[config.mk]
export PLATFORM = sky130hd
export DESIGN_NAME = led_pattern_engine
export DESIGN_NICKNAME = d
export VERILOG_FILES = /design/src/rtl/led_pattern_engine.sv
export SDC_FILE = /design/constraint.sdc
export NUM_CORES = 1
export LEC_CHECK = 0
export CORE_UTILIZATION = 55
export CTS_BUF_LIST = sky130_fd_sc_hd__clkbuf_8 sky130_fd_sc_hd__clkbuf_16
export DETAILED_ROUTE_END_ITERATION = 12
export PLACE_DENSITY = 0.74
export SETUP_SLACK_MARGIN = 0.15
export SLEW_MARGIN = 10
export SYNTH_ARGS = -nofsm -noshare
export SYNTH_HDL_FRONTEND = slang
export SYNTH_SLANG_ARGS = --single-unit
[constraint.sdc]
create_clock -name clk -period 6.5 [get_ports clk]
set_input_delay 1.3 -clock clk [delete_from_list [all_inputs] [get_ports clk]]
set_output_delay 1.3 -clock clk [all_outputs]
set_load 0.02 [all_outputs]
[src/rtl/led_pattern_engine.sv]
// N-wide LED pattern sequencer: SCAN, CHASE, ALT and FILL modes stepped by an internal prescaler
// or by manual step pulses while paused. Single clock, synchronous active-high reset.
module led_pattern_engine #(
  parameter int unsigned N_LEDS   = 8,
  parameter int unsigned TICK_DIV = 3000000,
  parameter int unsigned SPEED_W  = 2
) (
  input  logic               clk,
  input  logic               rst,
  input  logic               en,
  input  logic [1:0]         mode,
  input  logic [SPEED_W-1:0] speed,
  input  logic               step,
  output logic               tick,
  output logic [N_LEDS-1:0]  LED
);

  localparam int unsigned IDX_W = $clog2(N_LEDS + 1);
  localparam logic [IDX_W-1:0] IdxZero = '0;
  localparam logic [IDX_W-1:0] IdxOne  = IDX_W'(1);
  localparam logic [IDX_W-1:0] IdxLast = IDX_W'(N_LEDS - 1);
  localparam logic [IDX_W-1:0] IdxFull = IDX_W'(N_LEDS);

  typedef enum logic {DirDown, DirUp} dir_e;

  logic [31:0]       prescaler_q;
  logic [IDX_W-1:0]  idx_q;
  dir_e              dir_q;
  logic              started_q;
  logic [1:0]        mode_q;

  logic [31:0]       period;
  logic [31:0]       limit;
  logic              adv;
  logic [IDX_W-1:0]  nxt_idx;
  dir_e              nxt_dir;
  logic [N_LEDS-1:0] one_hot;
  logic [N_LEDS-1:0] alt_even;
  logic [N_LEDS-1:0] pattern;

  // A speed that shifts the period to zero degrades to stepping every cycle.
  assign period = 32'(TICK_DIV) >> speed;
  assign limit  = (period == 32'd0) ? 32'd0 : period - 32'd1;
  assign adv    = en ? (prescaler_q >= limit) : step;

  always_comb begin
    nxt_idx = idx_q;
    nxt_dir = dir_q;
    // Before the first advance the display shows index 0 without stepping.
    if (started_q) begin
      unique case (mode_q)
        2'd0: begin
          if (dir_q == DirUp) begin
            if (idx_q == IdxLast) begin
              nxt_idx = idx_q - IdxOne;
              nxt_dir = DirDown;
            end else begin
              nxt_idx = idx_q + IdxOne;
            end
          end else begin
            if (idx_q == IdxZero) begin
              nxt_idx = IdxOne;
              nxt_dir = DirUp;
            end else begin
              nxt_idx = idx_q - IdxOne;
            end
          end
        end
        2'd1: nxt_idx = (idx_q == IdxLast) ? IdxZero : idx_q + IdxOne;
        2'd2: nxt_idx = idx_q ^ IdxOne;
        2'd3: nxt_idx = (idx_q == IdxFull) ? IdxZero : idx_q + IdxOne;
        default: nxt_idx = idx_q;
      endcase
    end
  end

  always_comb begin
    one_hot = '0;
    for (int i = 0; i < int'(N_LEDS); i++) begin
      one_hot[i] = (nxt_idx == IDX_W'(i));
    end
    alt_even = '0;
    for (int i = 0; i < int'(N_LEDS); i++) begin
      alt_even[i] = (i % 2 == 0);
    end
    pattern = '0;
    unique case (mode_q)
      2'd0, 2'd1: pattern = one_hot;
      2'd2:       pattern = nxt_idx[0] ? ~alt_even : alt_even;
      2'd3:       pattern = (nxt_idx == IdxFull) ? '1 : one_hot - N_LEDS'(1);
      default:    pattern = '0;
    endcase
  end

  always_ff @(posedge clk) begin
    if (rst) begin
      prescaler_q <= '0;
      idx_q       <= '0;
      dir_q       <= DirUp;
      started_q   <= 1'b0;
      mode_q      <= 2'd0;
      tick        <= 1'b0;
      LED         <= '0;
    end else begin
      tick <= 1'b0;
      if (mode != mode_q) begin
        // A mode change swallows any coincident advance; LED holds until the next one.
        mode_q      <= mode;
        idx_q       <= '0;
        dir_q       <= DirUp;
        started_q   <= 1'b0;
        prescaler_q <= '0;
      end else begin
        if (en) begin
          prescaler_q <= (prescaler_q >= limit) ? 32'd0 : prescaler_q + 32'd1;
        end
        if (adv) begin
          tick      <= 1'b1;
          LED       <= pattern;
          idx_q     <= nxt_idx;
          dir_q     <= nxt_dir;
          started_q <= 1'b1;
        end
      end
    end
  end

endmodule

## Word-level counts from Yosys, hierarchy flattened

Index checks and enable logic that the tools add are counted.

- Flip-flop bits (word level): 49
- Input port bits: 8
- Output and inout port bits: 9
- Logic and storage cells: 55

- $add $sub $neg: 5
- $lt $le $gt $ge: 1
- Eq/ne operators: 14
- Shift-type cells: 1
- Multiplexer cells: 17
- Bitwise logic cells: 2
- Reduce and logical (&&, ||, !) cells: 8

Operators by type and width:

| kind | count |
|---|---|
| $mux W32 | 2 |
| $add A32 B1 Y32 const B | 1 |
| $ge A32 B32 Y1 | 1 |
| $logic_not A32 Y1 | 1 |
| $shr A22 B2 Y32 const A | 1 |
| $sub A32 B1 Y32 const B | 1 |
| $mux W4 | 6 |
| $pmux W8 S3 | 1 |
| $eq A4 B3 Y1 const B | 5 |
| $mux W8 | 2 |
| $pmux W4 S4 | 1 |
| $eq A4 B2 Y1 const B | 2 |
| $eq A4 B4 Y1 const B | 2 |
| $logic_not A4 Y1 | 2 |
| $sub A8 B1 Y8 const B | 1 |
| $mux W1 | 5 |
| $add A4 B1 Y4 const B | 1 |
| $eq A2 B2 Y1 const B | 2 |
| $eq A4 B1 Y1 const B | 1 |
| $reduce_or A2 Y1 | 2 |
| $sub A4 B1 Y4 const B | 1 |
| $reduce_and A3 Y1 | 1 |
| $eq A2 B1 Y1 const B | 1 |
| $logic_not A2 Y1 | 1 |
| other kinds (3) | 4 |

## Longest topological paths before layout

Gate-level depths: netlist (run 1).

- Depth in word-level cells: 9
- Gate-level depth with buffers: 17

## Worst setup path before layout (run 1)

Ideal clock, no wire load.

- Path kind: input to register
- From: input speed[1]
- To: register dir_q
- Arrival: 3678 ps
- Data required time: 6337 ps
- Setup slack: 2659 ps
- Cell stages on the path: 14
- Buffers on the path: 2
- Path through: inv_1 > ha_1 > inv_1 > ha_1 > clkbuf_1 > ha_1 > nand4_1 > or4_1 > a211o_1 > a21oi_2 > nor2_1 > buf_2 > o31ai_1 > o311ai_0

- Cells in the longest elaborated chain, start to end: 6

Ends and longest elaborated chain:

| what | RTL line | text |
|---|---|---|
| start, declared | 12 | `input logic [SPEED_W-1:0] speed,` |
| $shr A22 B2 Y32 * | 42 | `assign period = 32'(TICK_DIV) >> speed;` |
| $sub A32 B1 Y32 or $logic_not A32 Y1 (tied branches) | 43 | `assign limit = (period == 32'd0) ? 32'd0 : period - 32'd1;` |
| $mux W32 * | 43 |  |
| $ge A32 B32 Y1 * | 44 | `assign adv = en ? (prescaler_q >= limit) : step;` |
| $mux W1 * | 44 |  |
| $reduce_and A3 Y1 (no source line) * | -- |  |
| end signal, assigned | 99 | `dir_q <= DirUp;` |
| end signal, assigned | 110 | `dir_q <= DirUp;` |
| end signal, assigned | 121 | `dir_q <= nxt_dir;` |
| end, declared | 28 | `dir_e dir_q;` |

Every way passes the cells marked *; elsewhere a longest branch is shown, timed or not.
A chain may end at the register's enable or synchronous reset.

## Worst setup path after layout (run 1)

- From: input speed[1]
- To: register LED[2]

- Cells in the longest elaborated chain, start to end: 6

Ends and longest elaborated chain:

| what | RTL line | text |
|---|---|---|
| $shr A22 B2 Y32 * | 42 |  |
| $sub A32 B1 Y32 or $logic_not A32 Y1 (tied branches) | 43 |  |
| $mux W32 * | 43 |  |
| $ge A32 B32 Y1 * | 44 |  |
| $mux W1 * | 44 |  |
| $reduce_and A2 Y1 (no source line) * | -- |  |
| end signal, assigned | 119 | `LED <= pattern;` |
| end, declared | 15 | `output logic [N_LEDS-1:0] LED` |

Marks and branches as above.

==> results of run 1 <==
-- per-stage QoR --
| step | setup slack, ns | area [um2] | utilization | power (mW) | hold slack [ns] |
|---|---|---|---|---|---|
| floorplan | 2.66 | 3790 | - | 0.388 | 0.412 |
| global placement | 1.53 | 3930 | 0.605 | 0.411 | 0.447 |
| detailed placement | 1.36 | 3930 | 0.605 | 0.412 | 0.447 |
| CTS | 1.68 | 4040 | 0.622 | 0.635 | 0.461 |
| global route | 1.33 | 4040 | 0.622 | 0.661 | 0.468 |
| finish | 1.59 | 4040 | 0.622 | 0.630 | 0.464 |
-- worst max-delay path, stage by stage --
cell             delay [ns]
clkdlybuf4s50_1        0.62
inv_1                  0.16
ha_1                   0.20
inv_1                  0.10
ha_1                   0.27
a21o_1                 0.19
a2111oi_0              0.52
o211a_1                0.27
a21oi_2                0.19
nor3_2                 0.79
nor2_1                 0.21
a311oi_1               0.27
-- per-layer routing --
layer  vias to the layer above  share of wire
met3                         9          0.043
li1                       1758              -
met5                         -              0
met2                        80           0.45
met1                      1633           0.50
met4                         0          0.011
-- worst max-delay path by stage --
stage / start / to / cells past startpoint
after floorplan: speed[1] / dir_q$_SDFFE_PP1P_ / 14
after global placement: speed[1] / dir_q$_SDFFE_PP1P_ / 14
after detailed placement: speed[1] / dir_q$_SDFFE_PP1P_ / 14
after CTS: speed[1] / dir_q$_SDFFE_PP1P_ / 14
after global routing: speed[1] / LED[3]$_SDFFE_PP0P_ / 12
final: speed[1] / LED[2]$_SDFFE_PP0P_ / 12
-- cell families after synthesis --
| kind of cell | after synthesis |
|---|---|
| other cells | 2 |
| compound gates | 134 |
| simple gates | 196 |
| flops | 49 |
| mux | 4 |
| buf+inv | 43 |
| xor+xnor | 4 |
| fa+ha+maj | 38 |
-- registers in the layout, summed over array words and instances (netlist names) --
signal and cells:
mode_q 2, LED 8, started_q 1, idx_q 4, prescaler_q 32, dir_q 1, tick 1
-- Yosys cell counts, drive strengths merged, types with 6 or more instances --
cell     n  share of area
nor2    33          0.033
a211oi   8          0.017
o21ai   14          0.018
a311oi   8          0.018
nand2   48          0.048
nand4   10          0.017
a31oi    8          0.013
a21oi   42          0.057
dfxtp   49           0.26
inv     14          0.014
buf     14          0.026
nand2b  16          0.026
ha      38           0.13
clkbuf  15          0.015
nor4     7          0.013
nand3   18          0.025
nor3    23          0.033
o211ai   6          0.012
nand3b   8          0.016
o31ai    7          0.015
-- power by group through the flow --
stage / Clock, mW / Combinational [mW] / Sequential, mW
floorplan: 0 / 0.0720 / 0.316
global placement: 0 / 0.0930 / 0.318
detailed placement: 0 / 0.0946 / 0.318
CTS: 0.229 / 0.0952 / 0.311
global route: 0.243 / 0.106 / 0.312
finish: 0.223 / 0.0966 / 0.311
-- area by class of cell --
cell class | count | area, um2
Multi-Input combinational cell | 379 | 2610
Fill cell | 578 | 2450
Sequential cell | 49 | 981
Timing Repair Buffer | 20 | 190
Tap cell | 77 | 96.3
Clock buffer | 6 | 82.6
Inverter | 14 | 52.6
Clock inverter | 2 | 33.8
==> flow_metrics.env, run 1 <==
export IMPL_rsz0062_at_grt="no"
export IMPL_clock_root_buffer="clkbuf_8"
export IMPL_setup_violations=0
export IMPL_ir_drop_uv=150
export IMPL_worst_endpoint_required_ns=6.70
export IMPL_ys_warn_count=0
export IMPL_power_density_nw_per_um2=156
export IMPL_grt_pass1_vias=3254
export IMPL_final_cell_mix="dfxtp_1, nand2_1, a21oi_1"
export IMPL_initial_utilization=0.584
export IMPL_leakagePower_nw=1.50
export IMPL_pin_count=17
export IMPL_use_met2=0.424
export IMPL_synth_mux_area_fraction=0.0109
export IMPL_worst_slew_pin_slew_ns=1.22
export IMPL_viasPerCell=6.36
export IMPL_crit_fanout=15
export IMPL_hold_depth=2
export IMPL_hold_viol_final=0
export IMPL_worstSetupPathType="input pin to flop"
export IMPL_max_freq_ghz=0.204
export IMPL_p_switching_mw=0.166
export IMPL_pwr_share_clk=0.354
export IMPL_ys_flop_type="dfxtp_1"
export IMPL_synth_top_family_by_area="simple AND/OR/NAND/NOR gates"
export IMPL_clk_latency_ns=0.30
export IMPL_end_kind="flop"
export IMPL_core_rowCount=29
export IMPL_arrival_ns=5.11
export IMPL_synth_seq_area_share=0.259
export IMPL_slew_headroom=0.187
export IMPL_hold_path_endpoint="prescaler_q[29]$_SDFFE_PP0P_"
export IMPL_fp_dieW_um=85.0
export IMPL_holdCritPathClass="flop to flop"
export IMPL_drc_errors=0
export IMPL_reg2reg_from="idx_q[1]$_SDFFE_PP0N_"
export IMPL_grt_max_degree=36
export IMPL_grtUsageMet1=0.352
export IMPL_final_common_cell="dfxtp_1"
export IMPL_die_area_um2=7230
export IMPL_status="finished, final reports clean"
export IMPL_drtIter0Drc=174
export IMPL_drt_wirelength_per_cell_um=16.5
export IMPL_worstSetupStartpointType="input pin"
export IMPL_clock_path_buffers=2
export IMPL_synthSimpleGateAreaFrac=0.283
export IMPL_drive_gt1_frac=0.0638
export IMPL_postSynthAreaPerCell_um2=8.07
export IMPL_synth_xor_area_frac=0.00924
export IMPL_ctsResizeCount=0
export IMPL_timing_rr_end="LED[2]$_SDFFE_PP0P_"
export IMPL_die_h_um=85.0
export IMPL_cts_buffers=5
export IMPL_dp_cells=539
export IMPL_reg2reg_depth=14
export IMPL_num_vias=3480
export IMPL_synthCells=470
export IMPL_max_cap_viol_count=0
export IMPL_cts_sinks=49
export IMPL_synth_compound_area_frac=0.255
export IMPL_reg2reg_slack_ns=2.93
export IMPL_async_flop_share=0
export IMPL_synth_edff_count=0
export IMPL_portBuffers=16
export IMPL_pwr_share_comb=0.153
export IMPL_dp_hpwl_mm=6.65
export IMPL_nNetsFinal=515
export IMPL_synth_adder_area_share=0.125
export IMPL_p_int_mw=0.465
export IMPL_cts_tree="yes"
export IMPL_ant_nets=0
export IMPL_grt_busiest_layer="met2"
export IMPL_core_area_um2=6490
export IMPL_cts_hold_fix_buffers=0
export IMPL_ys_seq_elements=49
export IMPL_ys_types=80
export IMPL_grt_pass1_wl_mm=15.2
export IMPL_pwr_share_seq=0.493
export IMPL_htree_levels=2
export IMPL_finalWirelength_mm=9.02
export IMPL_min_period_ns=4.91
export IMPL_track_usage=0.259
export IMPL_clkTransAtPathRegs_ns=0.09
export IMPL_syn_cell_area_um2=3790
export IMPL_slew_violations=0
export IMPL_holdCritStartpoint="prescaler_q[29]$_SDFFE_PP0P_"
export IMPL_n_antenna_cell=0
export IMPL_p_sw_frac=0.263
export IMPL_routabilityCongestion=0.924
export IMPL_antenna_found_initial=0
export IMPL_dr_pass1_iters=5
export IMPL_grtUsageMet3=0.0409
export IMPL_fin_crit_sh=0.755
export IMPL_syn_to_final_growth_pct=6.63
export IMPL_post_cts_buffers=0
export IMPL_setup_tns_final_ns=0
export IMPL_finClkSkew_ns=0.00526
export IMPL_grt_ovfl_total=0
export IMPL_instances_no_fill=547
Note: power is estimated with default switching activity, not from simulation.
==> run 2: changes to the inputs <==
--- a/config.mk
+++ b/config.mk
@@ -8,7 +8,7 @@
 export CORE_UTILIZATION = 55
 export CTS_BUF_LIST = sky130_fd_sc_hd__clkbuf_8 sky130_fd_sc_hd__clkbuf_16
 export DETAILED_ROUTE_END_ITERATION = 12
-export PLACE_DENSITY = 0.74
+export PLACE_DENSITY = 0.76
 export SETUP_SLACK_MARGIN = 0.15
 export SLEW_MARGIN = 10
 export SYNTH_ARGS = -nofsm -noshare
==> constraint.sdc (replaced) <==
create_clock -name clk -period 3.9 [get_ports clk]
set_input_delay 0.78 -clock clk [delete_from_list [all_inputs] [get_ports clk]]
set_output_delay 0.78 -clock clk [all_outputs]
set_load 0.02 [all_outputs]
==> flow_metrics.env, run 2 (synthesized netlist as in run 1, its figures left out) <==
export IMPL_worst_endpoint_required_ns=4.11
export IMPL_num_vias=3740
export IMPL_finalWirelength_mm=9.70
export IMPL_cts_buffers=5
export IMPL_status="finished, final reports clean"
export IMPL_portBuffers=16
export IMPL_viasPerCell=6.45
export IMPL_dp_hpwl_mm=7.22
export IMPL_leakagePower_nw=1.64
export IMPL_startpoint="speed[0]"
export IMPL_hold_viol_final=0
export IMPL_hold_depth=2
export IMPL_clock_path_buffers=2
export IMPL_syn_to_final_growth_pct=13.4
export IMPL_grt_max_degree=23
export IMPL_max_freq_ghz=0.279
export IMPL_die_h_um=85.0
export IMPL_endpoint="prescaler_q[10]$_SDFFE_PP0P_"
export IMPL_crit_fanout=5
export IMPL_power_density_nw_per_um2=236
export IMPL_timing_rr_end="LED[2]$_SDFFE_PP0P_"
export IMPL_worstSetupPathType="input pin to flop"
export IMPL_reg2reg_from="idx_q[0]$_SDFFE_PP0N_"
export IMPL_final_area_um2=4300
export IMPL_largest_register="prescaler_q"
export IMPL_finClkSkew_ns=0.0115
export IMPL_reg2reg_depth=15
export IMPL_worst_slack_ns=0.316
export IMPL_ant_nets=0
export IMPL_grt_ovfl_total=0
export IMPL_die_area_um2=7230
export IMPL_clk_latency_ns=0.30
export IMPL_nNetsFinal=548
export IMPL_place_ws_ns=-0.123
export IMPL_worstSetupStartpointType="input pin"
export IMPL_n_antenna_cell=0
export IMPL_pin_count=17
export IMPL_arrival_ns=3.79
export IMPL_worst_slew_pin_slew_ns=0.815
export IMPL_finalPower_mw=1.02
export IMPL_htree_levels=2
export IMPL_top_regs="prescaler_q: 32 flops, LED: 8 flops, idx_q: 4 flops"
export IMPL_ir_drop_uv=186
export IMPL_grt_pass1_wl_mm=16.4
export IMPL_track_usage=0.279
export IMPL_reg2reg_slack_ns=0.51
export IMPL_core_rowCount=29
export IMPL_slowest_stage="clkdlybuf4s50_1"
export IMPL_setup_violations=0
export IMPL_final_common_cell="dfxtp_1"
export IMPL_cts_sinks=49
export IMPL_fp_dieW_um=85.0
export IMPL_crit_top_cell="ha_1"
export IMPL_setup_tns_final_ns=0
export IMPL_post_dp_cell_area_um2=4170
export IMPL_n_fill_cell=550
export IMPL_drive_gt1_frac=0.147
export IMPL_drc_errors=0
export IMPL_multi_input_area_um2=2640
export IMPL_min_period_ns=3.58
export IMPL_drtIter0Drc=222
export IMPL_clkTransAtPathRegs_ns=0.10
export IMPL_finalCoreUtilization=0.662
export IMPL_holdCritPathClass="flop to flop"
export IMPL_slew_violations=0
export IMPL_drt_wirelength_per_cell_um=16.7
export IMPL_rsz0062_at_grt="no"
export IMPL_slew_headroom=0.456
export IMPL_fin_crit_sh=0.919
export IMPL_largest_reg_flops=32
export IMPL_crit_chain="clkdlybuf4s50_1 -> inv_2 -> ha_1 -> inv_1 -> ha_1 -> ha_1 -> nand4_1 -> or4_1 -> a211o_1 -> a21oi_2 -> buf_4 -> nand2b_1 -> buf_4 -> nor3_1 -> o211a_1"
export IMPL_end_kind="flop"
export IMPL_grt_pass1_vias=3393
export IMPL_antenna_found_initial=0
export IMPL_final_cell_mix="dfxtp_1, nand2_1, a21oi_1"
export IMPL_clock_root_buffer="clkbuf_8"
export IMPL_critPathMaxStageDelay_ns=0.48
export IMPL_routabilityCongestion=0.935
export IMPL_core_area_um2=6490
export IMPL_max_cap_viol_count=0
export IMPL_regArea_um2=983
export IMPL_initial_utilization=0.584
export IMPL_dr_pass1_iters=5
export IMPL_cts_tree="yes"
-- run 2: cell types whose count changed in the layout (fill, tap and decap cells not counted), moves of 2 or more --
cell     before  now
ha_1         38   36
ha_2          0    2
dfxtp_1      49   47
dfxtp_2       0    2
inv_1        15   12
inv_2         0    2
buf_4         4   37
-- run 2: critical path, delay by kind of cell --
kind                       cells  cell delay (ns)
and+or+nand+nor                4             0.75
adders and majority gates      3             0.64
AOI/OAI and AO/OA              3             0.64
buffers and inverters          5             0.97
-- run 2: power by group --
| part | switching (mW) | total (mW) | internal, mW | leakage [nW] |
|---|---|---|---|---|
| sequential | 0.00730 | 0.514 | 0.506 | 0.397 |
| clock | 0.182 | 0.309 | 0.128 | 0.0445 |
| combinational | 0.112 | 0.193 | 0.0809 | 1.20 |
| total | 0.301 | 1.02 | 0.715 | 1.64 |
-- run 2: worst min path at each step --
stage,startpoint,to
2_1_floorplan,prescaler_q[29]$_SDFFE_PP0P_,prescaler_q[29]$_SDFFE_PP0P_
3_3_place_gp,prescaler_q[29]$_SDFFE_PP0P_,prescaler_q[29]$_SDFFE_PP0P_
3_5_place_dp,prescaler_q[29]$_SDFFE_PP0P_,prescaler_q[29]$_SDFFE_PP0P_
4_1_cts,prescaler_q[29]$_SDFFE_PP0P_,prescaler_q[29]$_SDFFE_PP0P_
5_1_grt,prescaler_q[29]$_SDFFE_PP0P_,prescaler_q[29]$_SDFFE_PP0P_
6_report,prescaler_q[29]$_SDFFE_PP0P_,prescaler_q[29]$_SDFFE_PP0P_
-- run 2: metal layers --
layer	global-route usage	vias up	routed length [um]
li1	-	1839	-
met1	0.380	1789	4600
met2	0.460	98	4570
met3	0.0447	14	405
met4	0.0678	0	116
met5	0	-	0
-- run 2: stage by stage --
stage               cells  hold slack [ns]
finish                580            0.445
detailed placement    571            0.432
floorplan             471            0.412
CTS                   579            0.446
global placement      571            0.426
global route          580            0.452
-- run 2: timing repair --
item,4_1_cts,5_1_grt
setup buffers,0,1
resized for setup,0,13
setup endpoints to repair,0,35
hold buffers,0,0
-- run 2: area by class of cell --
cell class,count,share of cell area
Multi-Input combinational cell,379,0.613
Sequential cell,49,0.229
Timing Repair Buffer,53,0.102
Tap cell,77,0.0224
Clock buffer,5,0.0160
Inverter,14,0.0122
Clock inverter,3,0.00495
==> run 3: changes to the inputs <==
--- a/config.mk
+++ b/config.mk
@@ -5,12 +5,12 @@
 export SDC_FILE = /design/constraint.sdc
 export NUM_CORES = 1
 export LEC_CHECK = 0
+export CORE_ASPECT_RATIO = 0.5
 export CORE_UTILIZATION = 55
 export CTS_BUF_LIST = sky130_fd_sc_hd__clkbuf_8 sky130_fd_sc_hd__clkbuf_16
 export DETAILED_ROUTE_END_ITERATION = 12
 export PLACE_DENSITY = 0.76
 export SETUP_SLACK_MARGIN = 0.15
-export SLEW_MARGIN = 10
 export SYNTH_ARGS = -nofsm -noshare
 export SYNTH_HDL_FRONTEND = slang
 export SYNTH_SLANG_ARGS = --single-unit
==> flow_metrics.env, run 3 (synthesized netlist as in run 1, its figures left out) <==
export IMPL_fp_dieW_um=119
export IMPL_critPathTopFamily="simple AND/OR/NAND/NOR gates"
export IMPL_initial_utilization=0.596
export IMPL_largest_register="prescaler_q"
export IMPL_worstSetupPathType="flop to flop"
export IMPL_worst_endpoint_required_ns=4.10
export IMPL_finalCoreUtilization=0.683
export IMPL_clock_root_buffer="clkbuf_16"
export IMPL_min_period_ns=3.36
export IMPL_clkTransAtPathRegs_ns=0.06
export IMPL_slew_headroom=0.303
export IMPL_dp_hpwl_mm=6.92
export IMPL_track_usage=0.270
export IMPL_clk_latency_ns=0.29
export IMPL_worst_slew_pin_slew_ns=1.05
export IMPL_die_h_um=60.7
export IMPL_setup_violations=0
export IMPL_ir_drop_uv=174
export IMPL_status="finished, final reports clean"
export IMPL_grt_max_degree=29
export IMPL_final_cell_mix="dfxtp_1, nand2_1, a21oi_1"
export IMPL_cts_tree="yes"
export IMPL_core_rowCount=20
export IMPL_worst_slack_ns=0.539
export IMPL_cts_buffers=5
export IMPL_crit_top_cell="ha_1"
export IMPL_viasPerCell=6.23
export IMPL_syn_to_final_growth_pct=14.6
export IMPL_drtIter0Drc=365
export IMPL_power_density_nw_per_um2=276
export IMPL_arrival_ns=3.56
export IMPL_rsz0062_at_grt="no"
export IMPL_crit_fanout=9
export IMPL_slowest_stage="dfxtp_2"
export IMPL_hold_ws_ns=0.441
export IMPL_holdCritPathClass="flop to flop"
export IMPL_routabilityCongestion=0.884
export IMPL_grt_ovfl_total=0
export IMPL_htree_levels=2
export IMPL_n_fill_cell=547
export IMPL_pin_count=17
export IMPL_nNetsFinal=539
export IMPL_fin_crit_sh=0.862
export IMPL_dr_pass1_iters=4
export IMPL_core_area_um2=6360
export IMPL_portBuffers=16
export IMPL_die_area_um2=7250
export IMPL_clock_path_buffers=2
export IMPL_place_ws_ns=-0.0579
export IMPL_n_antenna_cell=0
export IMPL_slew_violations=0
export IMPL_drc_errors=0
export IMPL_leakagePower_nw=1.66
export IMPL_max_cap_viol_count=0
export IMPL_drt_wirelength_per_cell_um=16.1
export IMPL_largest_reg_flops=32
export IMPL_num_vias=3625
export IMPL_max_freq_ghz=0.297
export IMPL_finClkSkew_ns=0.00466
export IMPL_hold_viol_final=0
export IMPL_grt_pass1_wl_mm=15.3
export IMPL_drive_gt1_frac=0.128
export IMPL_finalWirelength_mm=9.39
export IMPL_path_buf_inv=1
export IMPL_antenna_found_initial=0
export IMPL_grt_pass1_vias=3298
export IMPL_cts_sinks=49
export IMPL_worstSetupStartpointType="flop"
export IMPL_ant_nets=0
export IMPL_post_cts_buffers=0
export IMPL_top_regs="prescaler_q: 32 flops, LED: 8 flops, idx_q: 4 flops"
export IMPL_crit_chain="ha_1 -> and4bb_1 -> nor2_1 -> a222oi_1 -> nor3b_4 -> nand3_1 -> ha_1 -> inv_1 -> nand2_1 -> a221oi_1 -> a31oi_1 -> nand3b_1 -> a311oi_1"
export IMPL_critPathMaxStageDelay_ns=0.42
export IMPL_end_kind="flop"
[run 3: area by class of cell]
class / instances / area, um2 / share of cell area
multi-input cells: 379 / 2630 / 0.606
flip-flops and latches: 49 / 983 / 0.226
clock buffers: 6 / 139 / 0.0320
well taps: 88 / 110 / 0.0254
repair buffers: 44 / 392 / 0.0902
inverters: 14 / 52.6 / 0.0121
clock inverters: 2 / 33.8 / 0.00778
[run 3: where the power goes]
part           total [mW]  internal (mW)  switching, mW
Sequential          0.515          0.507        0.00823
Clock               0.497          0.318          0.179
Combinational       0.185         0.0777          0.108
Total                1.20          0.902          0.295
[run 3: path summary, 6_finish.rpt]
kind                           startpoint                            to  slack, ns  cells after the start
max                 idx_q[1]$_SDFFE_PP0N_           LED[2]$_SDFFE_PP0P_       0.54                     13
min          prescaler_q[29]$_SDFFE_PP0P_  prescaler_q[29]$_SDFFE_PP0P_       0.44                      2
max reg2reg         idx_q[1]$_SDFFE_PP0N_           LED[2]$_SDFFE_PP0P_       0.54                     13
min reg2reg  prescaler_q[29]$_SDFFE_PP0P_  prescaler_q[29]$_SDFFE_PP0P_       0.44                      2
[run 3: per-layer routing]
metal	vias up	wire length, um	part of all wire	GRT usage
li1	1815	-	-	-
met1	1715	4350	0.46	0.338
met2	85	4510	0.48	0.487
met3	10	405	0.043	0.0526
met4	0	129	0.014	0.0786
met5	-	0	0	0
[run 3: metrics by stage]
| step | instance area [um2] | instances | TNS [ns] | power (mW) |
|---|---|---|---|---|
| after floorplan | 3790 | 471 | 0 | 0.646 |
| after global placement | 4130 | 574 | -0.0508 | 0.703 |
| after detailed placement | 4130 | 574 | -0.246 | 0.706 |
| after CTS | 4310 | 582 | 0 | 1.20 |
| after global routing | 4340 | 582 | 0 | 1.25 |
| final | 4340 | 582 | 0 | 1.20 |
[run 3: worst reg2reg max path, stage by stage (launching register included)]
cell and delay (ns):
dfxtp_2 0.42, ha_1 0.32, and4bb_1 0.29, nor2_1 0.06, a222oi_1 0.39, nor3b_4 0.34
nand3_1 0.17, ha_1 0.28, inv_1 0.14, nand2_1 0.08, a221oi_1 0.24, a31oi_1 0.06
nand3b_1 0.18, a311oi_1 0.29
[run 3: repair_timing]
item                       4_1_cts  5_1_grt
hold endpoints to repair         0        0
resized for setup                0       13
setup endpoints to repair        0       34
hold buffers                     0        0
